### src/rtl/xor_cipher_pkg.sv
// Shared definitions for the serial XOR stream cipher.
// Contents:
//   state_t  - cipher FSM states
//   DEF_*    - default geometry (key/message length, clock divide ratio)
//   cnt_w()  - width of a counter that must hold the values 0..n inclusive
package xor_cipher_pkg;

    typedef enum logic [2:0] {
        IDLE,
        LOAD_KEY,
        LOAD_MSG,
        OUTPUT,
        DONE
    } state_t;

    localparam int DEF_KEY_W   = 8;
    localparam int DEF_MSG_W   = 8;
    localparam int DEF_CLK_DIV = 4;

    function automatic int cnt_w(input int n);
        return $clog2(n + 1);
    endfunction

endpackage

### src/rtl/xor_clk_div.sv
// Free-running clock divider for the cipher's slow bit clock.
// Ports:
//   clk      in   system clock
//   rst      in   synchronous active-high reset
//   clk_slow out  divided clock, 50% duty, period CLK_DIV clk cycles
//   tick     out  one-cycle strobe in the last clk cycle of each slow period
// The divider ignores any enable so the exported clock never stalls.
module xor_clk_div #(
    parameter int CLK_DIV = 4
) (
    input  logic clk,
    input  logic rst,
    output logic clk_slow,
    output logic tick
);
    localparam int DIV_W = $clog2(CLK_DIV);

    logic [DIV_W-1:0] div_cnt;
    logic [DIV_W-1:0] div_cnt_nxt;

    assign tick        = (div_cnt == DIV_W'(CLK_DIV - 1));
    assign div_cnt_nxt = tick ? '0 : div_cnt + DIV_W'(1);

    // clk_slow is registered from the next count so the exported pin is
    // glitch-free; it still tracks (div_cnt >= CLK_DIV/2) cycle for cycle,
    // which puts its falling edge on the same clk edge that tick acts on.
    always_ff @(posedge clk) begin
        if (rst) begin
            div_cnt  <= '0;
            clk_slow <= 1'b0;
        end else begin
            div_cnt  <= div_cnt_nxt;
            clk_slow <= (div_cnt_nxt >= DIV_W'(CLK_DIV / 2));
        end
    end

endmodule

### src/rtl/franco_xor_top.sv
// Serial XOR stream cipher with integrated clock divider.
// A key and then a message are shifted in MSB first, one bit per slow tick;
// the message is then shifted out XOR-ed with the (cyclically reused) key.
// Ports:
//   iClk        in   system clock, all flops on posedge
//   iRst        in   synchronous active-high reset
//   iEn         in   enable; 0 freezes FSM, shift registers and counters
//   iData_in    in   serial key/message bit, sampled on tick
//   iLoad_key   in   level: shift iData_in into key (priority over iLoad_msg)
//   iLoad_msg   in   level: shift iData_in into message (needs full key)
//   oClk_slow   out  divided bit clock for the external device
//   oData_out   out  registered serial ciphertext bit
//   oDone_flag  out  high once all MSG_W cipher bits have been emitted
module franco_xor_top
    import xor_cipher_pkg::*;
#(
    parameter int KEY_W   = DEF_KEY_W,
    parameter int MSG_W   = DEF_MSG_W,
    parameter int CLK_DIV = DEF_CLK_DIV
) (
    input  logic iClk,
    input  logic iRst,
    input  logic iEn,
    input  logic iData_in,
    input  logic iLoad_key,
    input  logic iLoad_msg,
    output logic oClk_slow,
    output logic oData_out,
    output logic oDone_flag
);
    localparam int KC_W = cnt_w(KEY_W);
    localparam int MC_W = cnt_w(MSG_W);

    logic tick;

    xor_clk_div #(.CLK_DIV(CLK_DIV)) u_div (
        .clk      (iClk),
        .rst      (iRst),
        .clk_slow (oClk_slow),
        .tick     (tick)
    );

    state_t           state,    state_nxt;
    logic [KEY_W-1:0] key,      key_nxt;
    logic [KEY_W-1:0] key_rot,  key_rot_nxt;
    logic [MSG_W-1:0] msg,      msg_nxt;
    logic [KC_W-1:0]  key_cnt,  key_cnt_nxt;
    logic [MC_W-1:0]  msg_cnt,  msg_cnt_nxt;
    logic [MC_W-1:0]  out_idx,  out_idx_nxt;
    logic             data_out, data_out_nxt;
    logic             done,     done_nxt;

    always_ff @(posedge iClk) begin
        if (iRst) begin
            state    <= IDLE;
            key      <= '0;
            key_rot  <= '0;
            msg      <= '0;
            key_cnt  <= '0;
            msg_cnt  <= '0;
            out_idx  <= '0;
            data_out <= 1'b0;
            done     <= 1'b0;
        end else begin
            state    <= state_nxt;
            key      <= key_nxt;
            key_rot  <= key_rot_nxt;
            msg      <= msg_nxt;
            key_cnt  <= key_cnt_nxt;
            msg_cnt  <= msg_cnt_nxt;
            out_idx  <= out_idx_nxt;
            data_out <= data_out_nxt;
            done     <= done_nxt;
        end
    end

    always_comb begin
        state_nxt    = state;
        key_nxt      = key;
        key_rot_nxt  = key_rot;
        msg_nxt      = msg;
        key_cnt_nxt  = key_cnt;
        msg_cnt_nxt  = msg_cnt;
        out_idx_nxt  = out_idx;
        data_out_nxt = data_out;
        done_nxt     = done;

        if (tick && iEn) begin
            if (state == OUTPUT) begin
                // out_idx == MSG_W means the last bit has already been held
                // for a full slow period.
                if (out_idx == MC_W'(MSG_W)) begin
                    data_out_nxt = 1'b0;
                    done_nxt     = 1'b1;
                    state_nxt    = DONE;
                end else begin
                    // msg is consumed MSB first; key_rot is a rotating copy
                    // so the key itself survives for the next message and
                    // wraps cyclically when MSG_W > KEY_W.
                    data_out_nxt = msg[MSG_W-1] ^ key_rot[KEY_W-1];
                    msg_nxt      = msg << 1;
                    key_rot_nxt  = (key_rot << 1) | (key_rot >> (KEY_W - 1));
                    out_idx_nxt  = out_idx + MC_W'(1);
                end
            end else if (iLoad_key) begin
                key_nxt     = (key << 1) | KEY_W'(iData_in);
                key_cnt_nxt = (key_cnt == KC_W'(KEY_W)) ? key_cnt : key_cnt + KC_W'(1);
                msg_cnt_nxt = '0;
                done_nxt    = 1'b0;
                state_nxt   = LOAD_KEY;
            end else if (iLoad_msg && key_cnt == KC_W'(KEY_W)) begin
                msg_nxt  = (msg << 1) | MSG_W'(iData_in);
                done_nxt = 1'b0;
                if (msg_cnt == MC_W'(MSG_W - 1)) begin
                    msg_cnt_nxt = '0;
                    out_idx_nxt = '0;
                    key_rot_nxt = key;
                    state_nxt   = OUTPUT;
                end else begin
                    msg_cnt_nxt = msg_cnt + MC_W'(1);
                    state_nxt   = LOAD_MSG;
                end
            end
        end
    end

    assign oData_out  = data_out;
    assign oDone_flag = done;

endmodule

### config.mk
export PLATFORM = sky130hd
export DESIGN_NAME = franco_xor_top
export DESIGN_NICKNAME = d
export VERILOG_FILES = /design/src/rtl/xor_cipher_pkg.sv /design/src/rtl/xor_clk_div.sv /design/src/rtl/franco_xor_top.sv
export SDC_FILE = /design/constraint.sdc
export NUM_CORES = 1
export LEC_CHECK = 0
export BUFFER_PORTS_ARGS = -buffer_cell sky130_fd_sc_hd__buf_2
export CORE_MARGIN = 4
export CORE_UTILIZATION = 35
export CTS_BUF_LIST = sky130_fd_sc_hd__clkbuf_16
export DETAILED_ROUTE_END_ITERATION = 10
export MAX_ROUTING_LAYER = met4
export PLACE_DENSITY = 0.57
export SYNTH_ARGS = -nofsm -noshare
export SYNTH_HDL_FRONTEND = slang
export SYNTH_SLANG_ARGS = --single-unit
### constraint.sdc
create_clock -name iClk -period 3.1 [get_ports iClk]
set_input_delay 0.155 -clock iClk [delete_from_list [all_inputs] [get_ports iClk]]
set_output_delay 0.155 -clock iClk [all_outputs]
set_load 0.05 [all_outputs]
Yosys cells after proc, flatten, opt, wreduce, memory -nomap -nowiden

Index checks and enable logic that the tools add are counted.

Logic and storage cells: 71
Input port bits: 6
Bits in registers: 44
Output and inout port bits: 3

Bitwise operators: 6
Equal/unequal tests: 8
Muxes and demuxes: 28
$lt $le $gt $ge: 1
Reduce and logical (&&, ||, !) cells: 13
Add/sub/neg operators: 4

Operators by type and width:

| kind                  | number |
|---|---|
| $mux W8               | 9 |
| $mux W4               | 8 |
| $or A8 B1 Y8          | 3 |
| $add A4 B1 Y4 const B | 3 |
| $mux W3               | 4 |
| $reduce_and A3 Y1     | 3 |
| $eq A4 B4 Y1 const B  | 2 |
| $reduce_and A4 Y1     | 2 |
| $mux W1               | 6 |
| $reduce_bool A2 Y1    | 3 |
| $reduce_and A5 Y1     | 1 |
| $eq A4 B3 Y1 const B  | 1 |
| $ne A2 B1 Y1 const B  | 2 |
| $eq A3 B2 Y1 const B  | 1 |
| $reduce_bool A3 Y1    | 1 |
| $add A2 B1 Y2 const B | 1 |
| $eq A2 B2 Y1 const B  | 1 |
| $ge A2 B2 Y1 const B  | 1 |
| $logic_and A1 B1 Y1   | 2 |
| $mux W2               | 1 |
| $ne A2 B2 Y1 const B  | 1 |
| $not A1 Y1            | 2 |
| $reduce_and A2 Y1     | 1 |
| $xor A1 B1 Y1         | 1 |

Logic depth before layout (Yosys ltp)

Word-level depth: 5
Mapped depth: 8
Depth with buffers taken out: 6

Hierarchy

From an unflattened synthesis, not the netlist that was laid out.

Cell total of the unflattened synthesis: 222
Area, all modules: 1944.4 um^2

Modules (own cells, without submodules):

| module         | times used | seq. area each (um^2) | cells each | area each (um^2) |
|---|---|---|---|---|
| franco_xor_top | 1          | 800.8                 | 217        | 1875.5 |
| xor_clk_div    | 1          | 40.0                  | 5          | 68.8 |

Worst setup path after synthesis

No wires, ideal clock.

Path type: flip-flop to flip-flop
Start point: reg u_div.div_cnt[1]
End point: reg msg_cnt[2]
Period minus slack after synthesis: 1922 ps
Arrival time: 1851 ps
Stages on the path, launching flop included: 6
Path slack: 1178 ps
Setup time: 70 ps
Required time: 3030 ps
Buffers on the path: 0
Cells stage by stage: dfxtp_1 > ha_1 > and2_1 > o211ai_4 > or4b_1 > a21oi_1

Cells in the longest elaborated chain, start to end: 3

Ends and longest elaborated chain:

| what                        | RTL line             | text |
|---|---|---|
| start: declaration          | xor_clk_div.sv:18    | `logic [DIV_W-1:0] div_cnt;` |
| start signal: assignment    | xor_clk_div.sv:32    | `div_cnt <= div_cnt_nxt;` |
| $eq A2 B2 Y1                | xor_clk_div.sv:21    | `assign tick = (div_cnt == DIV_W'(CLK_DIV - 1));` |
| $logic_and A1 B1 Y1         | franco_xor_top.sv:88 | `if (tick && iEn) begin` |
| $reduce_and A3 Y1 (no line) | -                    |  |
| end signal: assignment      | franco_xor_top.sv:70 | `msg_cnt <= msg_cnt_nxt;` |
| end: declaration            | franco_xor_top.sv:48 | `logic [MC_W-1:0] msg_cnt, msg_cnt_nxt;` |

No other way between the ends.
A chain may end at the register's enable or synchronous reset.

Final worst setup path

Start point: reg state[0]
End point: reg out_idx[3]

Cells in the longest elaborated chain, start to end: 3
Elaborated cells between the ends (all ways): 7
Classes of those cells: eq/ne (3); mux (1); reduce/logical (3)

Ends and longest elaborated chain:

| what                                                 | RTL line             | text |
|---|---|---|
| start: declaration                                   | franco_xor_top.sv:43 | `state_t state, state_nxt;` |
| start signal: assignment                             | franco_xor_top.sv:65 | `state <= state_nxt;` |
| $eq A3 B2 Y1 *                                       | franco_xor_top.sv:89 | `if (state == OUTPUT) begin` |
| $ne A2 B2 Y1 (no line), or another cell as far along | -                    |  |
| $reduce_and A5 Y1 (no line)                          | -                    |  |
| end signal: assignment                               | franco_xor_top.sv:71 | `out_idx <= out_idx_nxt;` |
| end: declaration                                     | franco_xor_top.sv:49 | `logic [MC_W-1:0] out_idx, out_idx_nxt;` |

Mark *: on every way between the ends. The rest lies on a longest branch, timed or not.

==> impl_metrics.csv <==
group,metric,value,unit
outcome,status,"finished, final reports clean",
floorplanning,coreArea,5240,µm²
hold_path,hold_end,"key[0]",
route,antenna_left,0,
clock_network,clk_pin_slew_worst_paths,0.06,ns
logic_synthesis,ys_warn_count,0,
hold_path,min_path_cells,3,
floorplanning,num_rows,26,
worst_setup_path,critPathLaunchType,"register",
logic_synthesis,syn_nets,234,
floorplanning,start_util,37.0,%
worst_setup_path,cp-end-kind,"register",
sta,rsz0062_at_grt,"false",
sta,tightestPinTransition,0.906,ns
route,drc,0,
floorplanning,die_x,82.4,µm
logic_synthesis,yosysSeqAreaShare,43.4,%
power,vdd_drop_max,189,µV
clock_network,cts_buffers,5,
grt,grt_antenna_before_repair,0,
clock_network,clock-sinks,42,
clock_network,cts_tree,"yes",
power,power_frac_seq,43.8,%
sta,setup_viol,0,
worst_setup_path,r2r-start,"state[0]",
sta,fin_crit,2.17,ns
logic_synthesis,synth_area,1940,µm²
worst_setup_path,arrival,2.37,ns
logic_synthesis,synth_cells,222,
sta,relSlewSlack,39.6,%
clock_network,cts_resized,0,
power,sw_frac_of_total,18.6,%
layout,final_common_cell,"dfxtp_1",
worst_setup_path,cp.required,3.31,ns
worst_setup_path,critPathSlowestCell,"and3b_1",
sta,fin_tns_setup,0,ns
layout,layout_common_cells,"42 x dfxtp_1, 32 x nand2_1, 21 x a21oi_1",
placed_design,io_buffers,8,
power,power_leakage,0.760,nW
route,post_drt_via_cell_ratio,5.14,
worst_setup_path,max_stage_delay,0.78,ns
worst_setup_path,worstSetupPathType,"register to register",
hold_path,hp-class,"input port to register",
clock_network,clock_path_buffers,2,
hold_path,hold_start,"iData_in",
power,clock_power_share,53.0,%
grt,track_usage,13.1,%
logic_synthesis,synth.avg_cell_area,8.73,µm²
power,netSwitchingPower,232,µW
grt,grt_pass1_wl,6540,µm
logic_synthesis,ys_seq_elements,42,
sta,clock_skew,0.00169,ns
power,p_comb_share,3.2,%
worst_setup_path,r2r_end,"out_idx[3]",
clock_network,clk_latency,0.28,ns
sta,min_period_over_period,69.9,%
worst_setup_path,crit_fanout,27,
power,p_int,1.01,mW
job,drv_cap,0,
route,vias,1522,
route,routed_wirelength,3760,µm
placed_design,dpl.hpwl,2430,µm
power,cellPowerDensity,565,nW/µm²
floorplanning,die_h,82.4,µm
sta,drv_slew,0,
route,firstDrtPassIters,4,
clock_network,ctsHtreeMaxLevel,2,
floorplanning,num_io_pins,9,
sta,finalHoldViolCount,0,
clock_network,ctsHoldBuffers,0,
layout,drive_above_1_share,8.85,%
route,drt-initial-drc-count,96,
floorplanning,dieArea,6790,µm²
layout,area_growth,13.8,%
worst_setup_path,regToRegSetupSlack,0.93,ns
logic_synthesis,ys_types,37,
sta,fmax,461,MHz
grt,grt_overflow,0,
layout,final_nets,237,
grt,grt_pass1_vias,1420,
worst_setup_path,reg2regPathDepth,4,
layout,utilization,42.1,%
layout,num_antenna_cells,0,
clock_network,root_buffer,"clkbuf_16",
route,avgRoutedWirePerCell,12.7,µm
clock_network,cts_setup_buffers,0,
worst_setup_path,path_cells,"and3b_1, nand3_1, or3_1, a31oi_1",
grt,grt_max_degree,45,
placed_design,routabilityCongestion,0.753,
[worst max path at each step]
stage | startpoint | end | cells after the start
after floorplan | u_div.div_cnt[1] | msg_cnt[2] | 5
after global placement | state[0] | out_idx[3] | 4
after detailed placement | state[0] | key_rot[4] | 4
after CTS | state[0] | out_idx[3] | 4
after global routing | state[0] | key_rot[4] | 4
final | state[0] | out_idx[3] | 4
[cells by family (layout without fill, tap and decap cells)]
kind of cell	after synthesis	after routing	share of synthesized area (%)
xor+xnor	3	3	1.36
fa+ha+maj	6	6	3.87
mux	9	9	4.65
simple gates	93	93	25.9
compound gates	51	51	17.0
buf+inv	18	22	3.87
flops	42	42	43.4
[worst max-delay path, delay by kind of cell, from the launching register on]
kind	cells	cell delay, ns
compound gates	1	0.16
flops	1	0.38
simple gates	3	1.55
[through the flow]
stage	power, mW	hold WS, ns	instances	area (µm²)	worst slack (ns)
6_report	1.25	0.125	296	2210	0.933
5_1_grt	1.29	0.153	296	2210	0.689
4_1_cts	1.26	0.117	296	2210	0.940
3_5_place_dp	0.598	0.413	288	2020	0.955
3_3_place_gp	0.598	0.415	288	2020	0.978
2_1_floorplan	0.587	0.291	222	1940	1.18
[state kept, by name, indices dropped and copies added (netlist names)]
name,flops
key,8
key_cnt,4
key_rot,8
msg,8
msg_cnt,4
oData_out,1
out_idx,4
state,3
u_div.div_cnt,2
[power groups by stage]
stage	registers, mW	clock network, mW	logic (mW)
after detailed placement	0.558	0	0.0403
final	0.546	0.660	0.0402
after global placement	0.558	0	0.0401
after floorplan	0.564	0	0.0221
after global routing	0.546	0.703	0.0447
after CTS	0.546	0.677	0.0408
[final cells by class]
cell class	count	area [µm²]
inverter	5	18.8
tap	70	87.6
sequential	42	841
clock buffer	5	125
timing repair buffer	9	47.5
clock inverter	3	63.8
fill	539	3030
multi-input combinational	162	1020
[metal layers]
metal	share of wire, %	wire [µm]	vias to the layer above	GRT usage [%]
li1	-	-	803	-
met3	2.6	97	5	3.90
met5	0	0	-	-
met1	51	1910	701	15.8
met4	1.7	63	0	5.98
met2	45	1690	13	20.0
[synth_stat cells (all sizes together)]
| cell | number | area, µm² |
|---|---|---|
| a21o | 1 | 7.51 |
| or3 | 2 | 12.5 |
| o21ai | 15 | 75.1 |
| nor2b | 1 | 6.26 |
| and4 | 1 | 8.76 |
| a31oi | 2 | 12.5 |
| dfxtp | 42 | 841 |
| or3b | 1 | 8.76 |
| a311oi | 9 | 85.1 |
| and3b | 4 | 35.0 |
| mux2i | 9 | 90.1 |
| and4b | 1 | 10.0 |
| nand2 | 32 | 120 |
| inv | 5 | 18.8 |
| xor2 | 1 | 8.76 |
| or4 | 2 | 15.0 |
| clkbuf | 9 | 33.8 |
| and2 | 1 | 6.26 |
| buf | 4 | 22.5 |
| nand2b | 9 | 56.3 |
| nand3b | 4 | 42.5 |
| nor2 | 8 | 30.0 |
| ha | 6 | 75.1 |
| nand4 | 2 | 12.5 |
| o22ai | 1 | 6.26 |
| a21oi | 22 | 121 |
| nand3 | 9 | 45.0 |
| nor3 | 13 | 65.1 |
| o211ai | 1 | 21.3 |
| nand4b | 2 | 17.5 |
| xnor2 | 2 | 17.5 |
| or4b | 1 | 10.0 |
(Power assumes the default switching activity.)
